--- src/rtl/bcd_countdown_timer.sv ---
// bcd_countdown_timer
//   N-digit BCD value with two operating modes:
//     SET - the value is edited with two debounced, active-low push buttons
//           (up/down, BCD-correct, wrapping between 0 and MAX_VALUE).
//     RUN - the value counts down one step every TICK_DIV enabled clocks,
//           stops at zero and pulses done for one cycle.
//   Each digit is also decoded to an active-high 7-segment pattern.
//
// Ports
//   clk     in  1              rising-edge clock
//   reset   in  1              synchronous, active-low
//   mode    in  1              1 = SET, 0 = RUN
//   key_up  in  1              active-low button, increment in SET
//   key_dn  in  1              active-low button, decrement in SET
//   run_en  in  1              1 = countdown advances, 0 = pause
//   bcd     out 4*NUM_DIGITS   current value, packed BCD (digit 0 = LSD)
//   seg     out 7*NUM_DIGITS   segments {g..a} per digit, digit d at [7d+6:7d]
//   busy    out 1              high while counting down
//   done    out 1              one-cycle pulse when the count reaches zero
module bcd_countdown_timer #(
  parameter int NUM_DIGITS      = 2,
  parameter int MAX_VALUE       = 30,
  parameter int TICK_DIV        = 12000000,
  parameter int DEBOUNCE_CYCLES = 500000
) (
  input  logic                    clk,
  input  logic                    reset,
  input  logic                    mode,
  input  logic                    key_up,
  input  logic                    key_dn,
  input  logic                    run_en,
  output logic [4*NUM_DIGITS-1:0] bcd,
  output logic [7*NUM_DIGITS-1:0] seg,
  output logic                    busy,
  output logic                    done
);

  localparam int BW = 4 * NUM_DIGITS;
  localparam int PW = $clog2(TICK_DIV);
  localparam int DW = $clog2(DEBOUNCE_CYCLES + 1);

  function automatic logic [BW-1:0] to_bcd(input int v);
    int r;
    r      = v;
    to_bcd = '0;
    for (int d = 0; d < NUM_DIGITS; d++) begin
      to_bcd[4*d +: 4] = 4'(r % 10);
      r = r / 10;
    end
  endfunction

  localparam logic [BW-1:0] MAX_BCD = to_bcd(MAX_VALUE);

  // Ripple the +1 through the digits; a 9 rolls to 0 and carries on.
  function automatic logic [BW-1:0] bcd_inc(input logic [BW-1:0] v);
    logic       carry;
    logic [3:0] dig;
    carry   = 1'b1;
    bcd_inc = v;
    for (int d = 0; d < NUM_DIGITS; d++) begin
      dig = v[4*d +: 4];
      if (carry) begin
        if (dig == 4'd9) begin
          bcd_inc[4*d +: 4] = 4'd0;
        end else begin
          bcd_inc[4*d +: 4] = dig + 4'd1;
          carry = 1'b0;
        end
      end
    end
  endfunction

  // Ripple the -1 through the digits; a 0 rolls to 9 and borrows on.
  function automatic logic [BW-1:0] bcd_dec(input logic [BW-1:0] v);
    logic       borrow;
    logic [3:0] dig;
    borrow  = 1'b1;
    bcd_dec = v;
    for (int d = 0; d < NUM_DIGITS; d++) begin
      dig = v[4*d +: 4];
      if (borrow) begin
        if (dig == 4'd0) begin
          bcd_dec[4*d +: 4] = 4'd9;
        end else begin
          bcd_dec[4*d +: 4] = dig - 4'd1;
          borrow = 1'b0;
        end
      end
    end
  endfunction

  function automatic logic [6:0] seg7(input logic [3:0] d);
    case (d)
      4'd0:    seg7 = 7'h3F;
      4'd1:    seg7 = 7'h06;
      4'd2:    seg7 = 7'h5B;
      4'd3:    seg7 = 7'h4F;
      4'd4:    seg7 = 7'h66;
      4'd5:    seg7 = 7'h6D;
      4'd6:    seg7 = 7'h7D;
      4'd7:    seg7 = 7'h07;
      4'd8:    seg7 = 7'h7F;
      4'd9:    seg7 = 7'h6F;
      default: seg7 = 7'h00;
    endcase
  endfunction

  typedef enum logic [1:0] {
    S_SET,
    S_RUN,
    S_EXPIRED
  } state_t;

  state_t          state;
  logic [BW-1:0]   value;
  logic [PW-1:0]   presc;
  logic            key_up_p0, key_up_p1;
  logic            key_dn_p0, key_dn_p1;
  logic [DW-1:0]   up_cnt, dn_cnt;
  logic            up_evt, dn_evt;

  // Stage p0 -> p1: two-flop synchronisers; idle level of the keys is high.
  always_ff @(posedge clk) begin
    if (!reset) begin
      key_up_p0 <= 1'b1;
      key_up_p1 <= 1'b1;
      key_dn_p0 <= 1'b1;
      key_dn_p1 <= 1'b1;
    end else begin
      key_up_p0 <= key_up;
      key_up_p1 <= key_up_p0;
      key_dn_p0 <= key_dn;
      key_dn_p1 <= key_dn_p0;
    end
  end

  // Stage p1 -> hold counters: count consecutive low samples, saturate at
  // DEBOUNCE_CYCLES so a long hold yields a single event.
  always_ff @(posedge clk) begin
    if (!reset) begin
      up_cnt <= '0;
      dn_cnt <= '0;
    end else begin
      if (!mode || key_up_p1)
        up_cnt <= '0;
      else if (up_cnt != DW'(DEBOUNCE_CYCLES))
        up_cnt <= up_cnt + DW'(1);

      if (!mode || key_dn_p1)
        dn_cnt <= '0;
      else if (dn_cnt != DW'(DEBOUNCE_CYCLES))
        dn_cnt <= dn_cnt + DW'(1);
    end
  end

  // The event fires on the edge where the counter steps onto DEBOUNCE_CYCLES,
  // so the value changes on that same edge.
  assign up_evt = mode && !key_up_p1 && (up_cnt == DW'(DEBOUNCE_CYCLES - 1));
  assign dn_evt = mode && !key_dn_p1 && (dn_cnt == DW'(DEBOUNCE_CYCLES - 1));

  always_ff @(posedge clk) begin
    if (!reset) begin
      state <= S_SET;
      value <= '0;
      presc <= '0;
      done  <= 1'b0;
    end else begin
      done <= 1'b0;
      case (state)
        S_SET: begin
          presc <= '0;
          if (!mode) begin
            state <= (value != '0) ? S_RUN : S_EXPIRED;
          end else if (up_evt && !dn_evt) begin
            value <= (value == MAX_BCD) ? '0 : bcd_inc(value);
          end else if (dn_evt && !up_evt) begin
            value <= (value == '0) ? MAX_BCD : bcd_dec(value);
          end
        end
        S_RUN: begin
          // A mode change takes priority over a tick landing on the same edge.
          if (mode) begin
            state <= S_SET;
          end else if (run_en) begin
            if (presc == PW'(TICK_DIV - 1)) begin
              presc <= '0;
              value <= bcd_dec(value);
              if (value == BW'(1)) begin
                done  <= 1'b1;
                state <= S_EXPIRED;
              end
            end else begin
              presc <= presc + PW'(1);
            end
          end
        end
        S_EXPIRED: begin
          presc <= '0;
          if (mode)
            state <= S_SET;
        end
        default: state <= S_SET;
      endcase
    end
  end

  assign bcd  = value;
  assign busy = (state == S_RUN);

  always_comb begin
    seg = '0;
    for (int d = 0; d < NUM_DIGITS; d++)
      seg[7*d +: 7] = seg7(value[4*d +: 4]);
  end

endmodule

--- config.mk ---
export PLATFORM = sky130hd
export DESIGN_NAME = bcd_countdown_timer
export DESIGN_NICKNAME = d
export VERILOG_FILES = /design/src/rtl/bcd_countdown_timer.sv
export SDC_FILE = /design/constraint.sdc
export NUM_CORES = 1
export LEC_CHECK = 0
export ABC_AREA = 1
export BUFFER_PORTS_ARGS = -buffer_cell sky130_fd_sc_hd__buf_2
export CAP_MARGIN = 20
export CELL_PAD_IN_SITES_DETAIL_PLACEMENT = 1
export CELL_PAD_IN_SITES_GLOBAL_PLACEMENT = 1
export CORE_MARGIN = 5
export CORE_UTILIZATION = 45
export DETAILED_ROUTE_END_ITERATION = 6
export PLACE_DENSITY_LB_ADDON = 0.1
export SETUP_SLACK_MARGIN = 0.1
export SLEW_MARGIN = 20
export SYNTH_ARGS = -nofsm -noshare
export SYNTH_HDL_FRONTEND = slang
export SYNTH_SLANG_ARGS = --single-unit
--- constraint.sdc ---
create_clock -name clk -period 3.5 [get_ports clk]
set_input_delay 0.7 -clock clk [delete_from_list [all_inputs] [get_ports clk]]
set_output_delay 0.7 -clock clk [all_outputs]
set_load 0.05 [all_outputs]
Word-level counts from Yosys, hierarchy flattened. Memories as Yosys holds them, arrays and structs flattened. A register that Yosys moved wholly into a read port is not among the register bits. Cells that the tools add are included.

Add/sub/neg operators: 7. Equal/unequal tests: 24. Muxes and demuxes: 49. Bitwise gates (word level): 4. Reduce and logical (&&, ||, !) cells: 28.

Operators with widths (count): $mux W24 (3); $mux W8 (8); $pmux W24 S2 (1); $mux W4 (11); $add A19 B1 Y19 const B (2); $eq A19 B19 Y1 const B (2); $ne A19 B19 Y1 const B (2); $add A24 B1 Y24 const B (1); $eq A24 B24 Y1 const B (1); $mux W1 (17); $pmux W8 S2 (1); $mux W2 (7); $ne A2 B2 Y1 const B (5); $reduce_and A9 Y1 (1); $add A4 B1 Y4 const B (2); $eq A4 B4 Y1 const B (2); $eq A8 B1 Y1 const B (1); $eq A8 B6 Y1 const B (1); $logic_not A4 Y1 (2); $logic_not A8 Y1 (1); $ne A4 B4 Y1 const B (2); $reduce_bool A8 Y1 (1); $sub A4 B1 Y4 const B (2); $logic_and A1 B1 Y1 (6); other kinds (16) (30).

Register bits after elaboration: 77. ROM bits: 224. Word-level logic and storage cells: 125. Memories: 2.

Memory list: (no name shown) (words 16, width 7, read ports 1, clocked after memory_dff 1, write ports 0, RTL line 93) `case (d)`; (no name shown) (words 16, width 7, read ports 1, clocked after memory_dff 1, write ports 0, RTL line 93).

Longest topological paths before layout. Gate-level depths: netlist (run 1).

Depth after elaboration: 18. Mapped depth: 21. Depth with buffers taken out: 21.

Worst setup path before layout (run 1). No wires, ideal clock.

Path kind: input -> register. Start: in mode. End: reg seg[8] (netlist name). Arrival time: 3.044 ns. Slack: 0.340 ns. Stages on the path: 17. Cell sequence: inv_2 or2_2 nor4b_1 ha_1 o21ai_2 nand2_2 a21oi_4 nand3_4 nand2_1 nand2_2 nor2_4 inv_2 ha_1 inv_1 nand4_1 nand2_1 nand2_1.

Cells in the longest elaborated chain, start to end: 9. Elaborated cells between the ends (all ways): 19. Classes of those cells: eq/ne: 5; mux: 5; reduce/logical: 9.

Ends and longest elaborated chain: from (decl) (RTL line 28) `input logic mode,`; $logic_and A1 B1 Y1 (2 in a row) (RTL line 159) `assign dn_evt = mode && !key_dn_p1 && (dn_cnt == DW'(DEBOUNCE_CYCLES - 1));`; $logic_not A1 Y1 (RTL line 174) `end else if (up_evt && !dn_evt) begin`; $logic_and A1 B1 Y1 (RTL line 174); $mux W8 (RTL line 174); $mux W8 (RTL line 172) `if (!mode) begin`; $pmux W8 S2 (RTL line 169) `case (state)`; $mux W4 (no source line) * (2 in a row).

Every way passes the cells marked *; elsewhere a longest branch is shown, timed or not. The select of a mux whose other input is x is not followed. A chain may end at the register's enable or synchronous reset.

Final worst setup path (run 1).
Start: reg up_cnt[0]. End: reg seg[8] (netlist name).

Cells in the longest elaborated chain, start to end: 8. Elaborated cells between the ends (all ways): 14. Classes of those cells: eq/ne: 4; mux: 5; reduce/logical: 5.

Ends and longest elaborated chain: from (decl) (RTL line 119) `logic [DW-1:0] up_cnt, dn_cnt;`; from (signal assigned) (RTL line 147) `up_cnt <= up_cnt + DW'(1);`; $eq A19 B19 Y1 * (RTL line 158) `assign up_evt = mode && !key_up_p1 && (up_cnt == DW'(DEBOUNCE_CYCLES - 1));`; $logic_and A1 B1 Y1 * (RTL line 158); $logic_not A1 Y1 or $logic_and A1 B1 Y1 (tied branches) (RTL line 176, 174); $logic_and A1 B1 Y1 or $mux W8 (tied branches) (RTL line 176, 174); $ne A3 B3 Y1 (no source line) or $mux W8 (tied branches); $reduce_and A9 Y1 (no source line) or $pmux W8 S2 (tied branches); $mux W4 (no source line) * (2 in a row).

Marks and branches as above.

==> results of run 1 <==
-- kinds of logic after synthesis --
| family | synth area share |
|---|---|
| adders and majority gates | 0.0597 |
| AOI/OAI and AO/OA | 0.113 |
| and+or+nand+nor | 0.360 |
| DFF | 0.348 |
| xor gates and xnor gates | 0.0268 |
| buffers and inverters | 0.0927 |
-- metrics by stage --
stage / instance area, um2 / setup WS (ps) / setup TNS (ps) / utilization / hold slack (ps)
2_1_floorplan: 5240 / 340 / 0 / - / 393
3_3_place_gp: 5610 / 131 / 0 / 0.491 / 398
3_5_place_dp: 5610 / -17.6 / -17.6 / 0.491 / 405
4_1_cts: 5890 / 209 / 0 / 0.516 / 423
5_1_grt: 5910 / 104 / 0 / 0.518 / 429
6_report: 5910 / 368 / 0 / 0.518 / 420
-- worst paths after layout --
check,start,to,slack [ps],cells after the start
min,key_dn_p0,key_dn_p1,420,1
max reg2reg,up_cnt[0],seg[8],370,19
max,up_cnt[0],seg[8],370,19
min reg2reg,key_dn_p0,key_dn_p1,420,1
-- cells in the final DEF (no fill, tap or decap), types with 2 or more instances in the layout --
cell / Yosys / layout
a211oi_1: 7 / 7
a21oi_1: 46 / 46
a21oi_2: 3 / 3
a31oi_1: 2 / 2
and3_1: 2 / 2
buf_2: 4 / 29
buf_4: 2 / 14
clkbuf_16: 0 / 9
clkinv_2: 1 / 4
clkinvlp_4: 0 / 2
dfxtp_1: 91 / 90
ha_1: 25 / 25
inv_1: 95 / 95
inv_2: 18 / 18
nand2_1: 159 / 159
nand2_2: 10 / 10
nand2_4: 8 / 8
nand3_1: 46 / 46
nand3_2: 2 / 2
nand3_4: 4 / 4
nand4_1: 24 / 24
nand4_2: 2 / 2
nor2_1: 69 / 68
nor2_2: 7 / 8
nor2_4: 6 / 6
nor3_1: 21 / 21
nor3_2: 2 / 2
nor4_1: 5 / 4
o21a_1: 3 / 3
o21ai_0: 35 / 35
o21ai_1: 4 / 4
or2_2: 7 / 7
xnor2_1: 2 / 2
xor2_1: 14 / 14
-- final cells by class --
cell class,instances,area share
Multi-Input combinational cell,526,0.498
Tap cell,143,0.0303
Clock buffer,10,0.0404
Timing Repair Buffer,43,0.0423
Inverter,115,0.0737
Clock inverter,6,0.00656
Sequential cell,91,0.308
-- layer usage --
layer / wire (um) / GRT usage
met4: 289 / 0.0738
met3: 430 / 0.0380
met2: 6560 / 0.332
met1: 6460 / 0.255
met5: 0 / 0
-- critical path, stage by stage (launching register included) --
cell     delay, ps
dfxtp_2        370
ha_1           180
nand2_1        120
nor2_2         130
nand2_1         90
nor4b_2        330
ha_1           290
o21ai_2        160
nand2_2         90
a21oi_4        170
nand3_4        120
nand2_1         90
nand2_2         70
nor2_4         110
inv_2           80
ha_1           280
inv_1           60
nand4_1        120
nand2_1        100
nand2_1         50
-- power by group through the flow --
stage | Sequential, uW | Clock (uW) | Combinational [uW]
2_1_floorplan | 1620 | 0 | 1590
6_report | 1280 | 918 | 2530
3_5_place_dp | 1300 | 0 | 2520
3_3_place_gp | 1290 | 0 | 2430
4_1_cts | 1280 | 947 | 2540
5_1_grt | 1300 | 996 | 2790
-- cell usage after synthesis, types with 2 or more instances --
master	count	area, um2
buf_2	4	20.0
o21ai_1	4	20.0
inv_2	18	67.6
a21oi_2	3	26.3
o21ai_0	35	175
a31oi_1	2	12.5
nand2_1	159	597
a21oi_1	46	230
nor2_2	7	43.8
dfxtp_1	91	1820
nand2_4	8	90.1
nor2_4	6	67.6
nor3_1	21	105
nand3_1	46	230
a211oi_1	7	52.6
and3_1	2	12.5
clkbuf_1	3	11.3
nand4_1	24	150
xor2_1	14	123
o21a_1	3	22.5
ha_1	25	313
nand4_2	2	25.0
or2_2	7	43.8
nand3_4	4	70.1
nor3_2	2	20.0
nand2_2	10	62.6
inv_1	95	357
nor2_1	69	259
buf_4	2	15.0
nor4_1	5	31.3
nand3_2	2	20.0
xnor2_1	2	17.5
-- registers in the layout (all words and copies together) (netlist names) --
signal	cells
presc	24
dn_cnt	19
up_cnt	19
seg	14
bcd	8
state	2
done	1
key_dn_p0	1
key_dn_p1	1
key_up_p0	1
key_up_p1	1
-- repair_timing --
| action | CTS | global route |
|---|---|---|
| buffers inserted | 0 | 1 |
| resized for setup | 0 | 4 |
| setup endpoints to repair | 0 | 8 |
==> key figures, run 1 <==
Setup path
  • Worst Setup Start Kind: flop
  • Arr. time, crit path: 3370 ps
  • Kind of critical path: flop to flop
  • Crit path max fanout: 4
  • Crit end category: flop
  • CP required: 3740 ps

Power
  • Overall power: 4730 uW
  • Seq pwr share: 0.270
  • Power Dens Cells: 800 mW/mm2
  • P_sw: 2290 uW
  • Worst vdd ir: 0.621 mV
  • Comb power frac: 0.536
  • Switching part of the total: 0.485
  • Pint: 2440 uW
  • P_leak: 0.00232 uW
  • Clock share of power: 0.194

Routing
  • Vias per cell: 5.27
  • Routed len/inst: 14.7 um
  • Post-route ant nets: 0
  • Pre-antenna DRT Iters: 4
  • DR DRC count: 0
  • DR iter-0 viols: 226
  • WL final: 13700 um
  • Via count: 4924

CTS
  • TritonCTS clock tree: done
  • Worst skew pair latency: 350 ps
  • H-tree depth: 3
  • Hold buffers post-CTS: 0
  • Clk sinks: 91
  • Clock Tree Root: clkbuf_16
  • CTS Buf Count: 9
  • Longest Clk Path Bufs: 2
  • Clock-pin slew on the worst setup and hold paths: 70 ps

Floorplan
  • Core Region: 0.0114 mm2
  • Num ports: 30
  • Row count: 39
  • Starting Density: 0.459
  • Full die area: 0.0139 mm2
  • Die Height: 118 um
  • Die width: 118 um

Synth
  • #FFs+latches synth: 91
  • Netlist Area Pre-Place: 0.00524 mm2
  • Sequential share of the synthesized area: 0.348
  • Post-Syn Area per Cell: 7.06 um2
  • Synth Flop Type: dfxtp_1
  • Ys async rst share: 0
  • Syn. warnings: 0
  • Gate Count Post-Synth: 742
  • EDFF count, synth: 0
  • Net Count, Synth: 773
  • Synth unique cells: 46

Placed design
  • DP HPWL: 10600 um
  • Placed Cells: 917
  • Routability cong.: 0.906
  • IO Port Bufs: 29

STA
  • Max-slew headroom: 0.587
  • Fmax: 0.319 GHz
  • # setup viols final: 0
  • Fin. max-slew vios: 0
  • Unrepaired setup endpoints after global routing: no
  • Worst Tran Pin Value: 615 ps
  • Final Cycle Share: 0.895
  • Tmin final: 3130 ps
  • Hold Fails Final Rpt: 0
  • Clk_skew: 9.00 ps

Status
  • Outcome: finished, final reports clean

Global route
  • Vias in the first global route: 5082
  • Largest net degree at the start of global routing: 20
  • Total track usage: 0.199
  • First-pass GRT wire length: 23600 um
  • Total grt overflow: 0
  • Initial antenna violation count: 0

Final layout
  • Nets: 817
  • FILL cells: 1495
  • Fin cells: 934
  • Sequential cell area: 0.00182 mm2
  • P&R area growth vs syn: 12.8%
  • Layout cells sized above 1: 0.174
  • # diodes: 0
  • Multi-input gate area: 0.00295 mm2

Run
  • Max-Cap Viols: 0

Hold path
  • Worst min-delay path class: flop to flop
Power figures use the tool's default switching activity.
==> run 2: changes to the inputs <==
--- a/config.mk
+++ b/config.mk
@@ -10,10 +10,11 @@
 export CAP_MARGIN = 20
 export CELL_PAD_IN_SITES_DETAIL_PLACEMENT = 1
 export CELL_PAD_IN_SITES_GLOBAL_PLACEMENT = 1
+export CORE_ASPECT_RATIO = 0.9
 export CORE_MARGIN = 5
 export CORE_UTILIZATION = 45
 export DETAILED_ROUTE_END_ITERATION = 6
-export PLACE_DENSITY_LB_ADDON = 0.1
+export PLACE_DENSITY = 0.84
 export SETUP_SLACK_MARGIN = 0.1
 export SLEW_MARGIN = 20
 export SYNTH_ARGS = -nofsm -noshare
==> key figures, run 2 (synthesized netlist as in run 1, its figures left out) <==
Setup path
  • Crit end category: flop
  • Arr. time, crit path: 3420 ps (+50 ps)
  • Kind of critical path: flop to flop
  • R2r startpoint: up_cnt[0]
  • Crit path max fanout: 4 (unchanged)
  • Crit. Startpoint: up_cnt[0]
  • Worst Setup Start Kind: flop
  • CP required: 3740 ps (about the same)

STA
  • Fin. max-slew vios: 0 (unchanged)
  • Final Cycle Share: 0.908 (+0.0135)
  • Clk_skew: 10.9 ps (+1.88 ps)
  • Tmin final: 3180 ps (+47.2 ps)
  • Worst Tran Pin Value: 675 ps (+59.8 ps)
  • Unrepaired setup endpoints after global routing: no
  • Setup_tns: 0 ps (unchanged)
  • # setup viols final: 0 (unchanged)
  • Hold Fails Final Rpt: 0 (unchanged)
  • Max-slew headroom: 0.546 (-0.0402)
  • Hold slack: 424 ps (+4.21 ps)
  • Fmax: 0.315 GHz (-1.5%)
  • Final setup margin: 321 ps (-47.2 ps)

Routing
  • WL final: 14500 um (+5.3%)
  • Met3 wire len: 561 um (+30%)
  • Via count: 5011 (+1.8%)
  • Post-route ant nets: 0 (unchanged)
  • M1 wire length: 6590 um (+2.1%)
  • DR iter-0 viols: 253 (+12%)
  • DR DRC count: 0 (unchanged)
  • Routed len/inst: 15.3 um (+3.7%)
  • Pre-antenna DRT Iters: 5 (+1)
  • Vias per cell: 5.29 (+0.26%)
  • Uppermost layer routed: met4
  • WL met2: 7090 um (+8.1%)

Placed design
  • Routability cong.: 0.877 (-3.2%)
  • IO Port Bufs: 29 (unchanged)
  • DP Worst Slack: -70.4 ps (-52.8 ps)
  • DP HPWL: 10800 um (+2.6%)
  • Placement Cell Area: 0.00561 mm2 (about the same)

CTS
  • Clock-pin slew on the worst setup and hold paths: 70 ps (about the same)
  • Worst skew pair latency: 350 ps (about the same)
  • Hold buffers post-CTS: 0 (unchanged)
  • TritonCTS clock tree: done
  • Clock Tree Root: clkbuf_16
  • Clk sinks: 91 (unchanged)
  • H-tree depth: 3 (unchanged)
  • CTS Buf Count: 9 (unchanged)
  • Longest Clk Path Bufs: 2 (unchanged)

Global route
  • Total grt overflow: 0 (unchanged)
  • Vias in the first global route: 5253 (+3.4%)
  • First-pass GRT wire length: 24700 um (+4.7%)
  • Initial antenna violation count: 0 (unchanged)
  • Largest net degree at the start of global routing: 20 (unchanged)
  • Total track usage: 0.220 (+0.0205)

Floorplan
  • Full die area: 0.0139 mm2 (about the same)
  • Core Region: 0.0114 mm2 (+0.14%)
  • Die Height: 112 um (-4.7%)
  • Num ports: 30 (unchanged)
  • Starting Density: 0.458 (-0.000653)
  • Row count: 37 (-5.1%)
  • Die width: 124 um (+5.0%)

Final layout
  • P&R area growth vs syn: 14.4%
  • Max reg flops: 24 (unchanged)
  • Largest regs: presc: 24 flops, dn_cnt: 19 flops, up_cnt: 19 flops
  • Utilization after layout: 0.524 (+0.00627)
  • Most frequent cells in the layout: nand2_1, inv_1, dfxtp_1, nor2_1
  • Commonest non-fill, non-tap cell in the layout: nand2_1
  • Largest Register: presc
  • Layout cells sized above 1: 0.176 (+0.00104)
  • Nets: 818 (+0.12%)
  • Final instance area: 0.00599 mm2 (+1.4%)
  • # diodes: 0 (unchanged)

Run
  • Max-Cap Viols: 0 (unchanged)

Status
  • Outcome: finished, final reports clean

Power
  • Power Dens Cells: 814 mW/mm2 (+1.7%)
  • P_leak: 0.00237 uW (+2.0%)
  • Worst vdd ir: 0.650 mV (+4.8%)

Hold path
  • HP Start: key_dn_p0
  • Worst min-delay path class: flop to flop
[run 2: report_power, final]
part / internal [uW] / switching (uW)
sequential: 1170 / 106
combinational: 765 / 1800
clock: 614 / 428
total: 2550 / 2330
[run 2: routing by layer]
layer	up-vias	global-route usage
li1	2487	-
met1	2418	0.271
met2	85	0.379
met3	21	0.0554
met4	0	0.0576
met5	-	0
[run 2: through the flow]
step                cells  total power, uW
floorplan             742             3220
global placement      928             3690
detailed placement    928             3800
CTS                   944             4880
global route          948             5220
finish                948             4880
[run 2: final timing paths]
kind | to | slack (ps) | depth (start not counted)
worst max-delay path | seg[8] | 320 | 19
worst max register to register | seg[8] | 320 | 19
worst min-delay path | key_dn_p1 | 420 | 1
worst min register to register | key_dn_p1 | 420 | 1
[run 2: layout make-up]
class	count	area [um2]
clock buffers	13	270
clock inverters	3	43.8
fillers	1509	5440
inverters	115	435
multi-input cells	526	2970
flip-flops and latches	91	1820
well taps	156	195
repair buffers	44	258
[run 2: critical path, stage by stage (launching register included)]
cell     delay, ps
dfxtp_2        360
ha_1           170
nand2_1        120
nor2_4         150
nand2_1        110
nor4b_4        250
ha_1           280
o21ai_2        160
nand2_2        100
a21oi_4        190
nand3_4        120
nand2_1         90
nand2_2         70
nor2_4         160
inv_2           90
ha_1           280
inv_1           60
nand4_1        130
nand2_1        120
nand2_1         50
[run 2: repair_timing]
item                                    4_1_cts  5_1_grt
cloned                                        0        0
endpoints found under the setup margin        2       12
resized for setup                             1        6
pin swaps                                     0        2
buffers inserted                              0        4
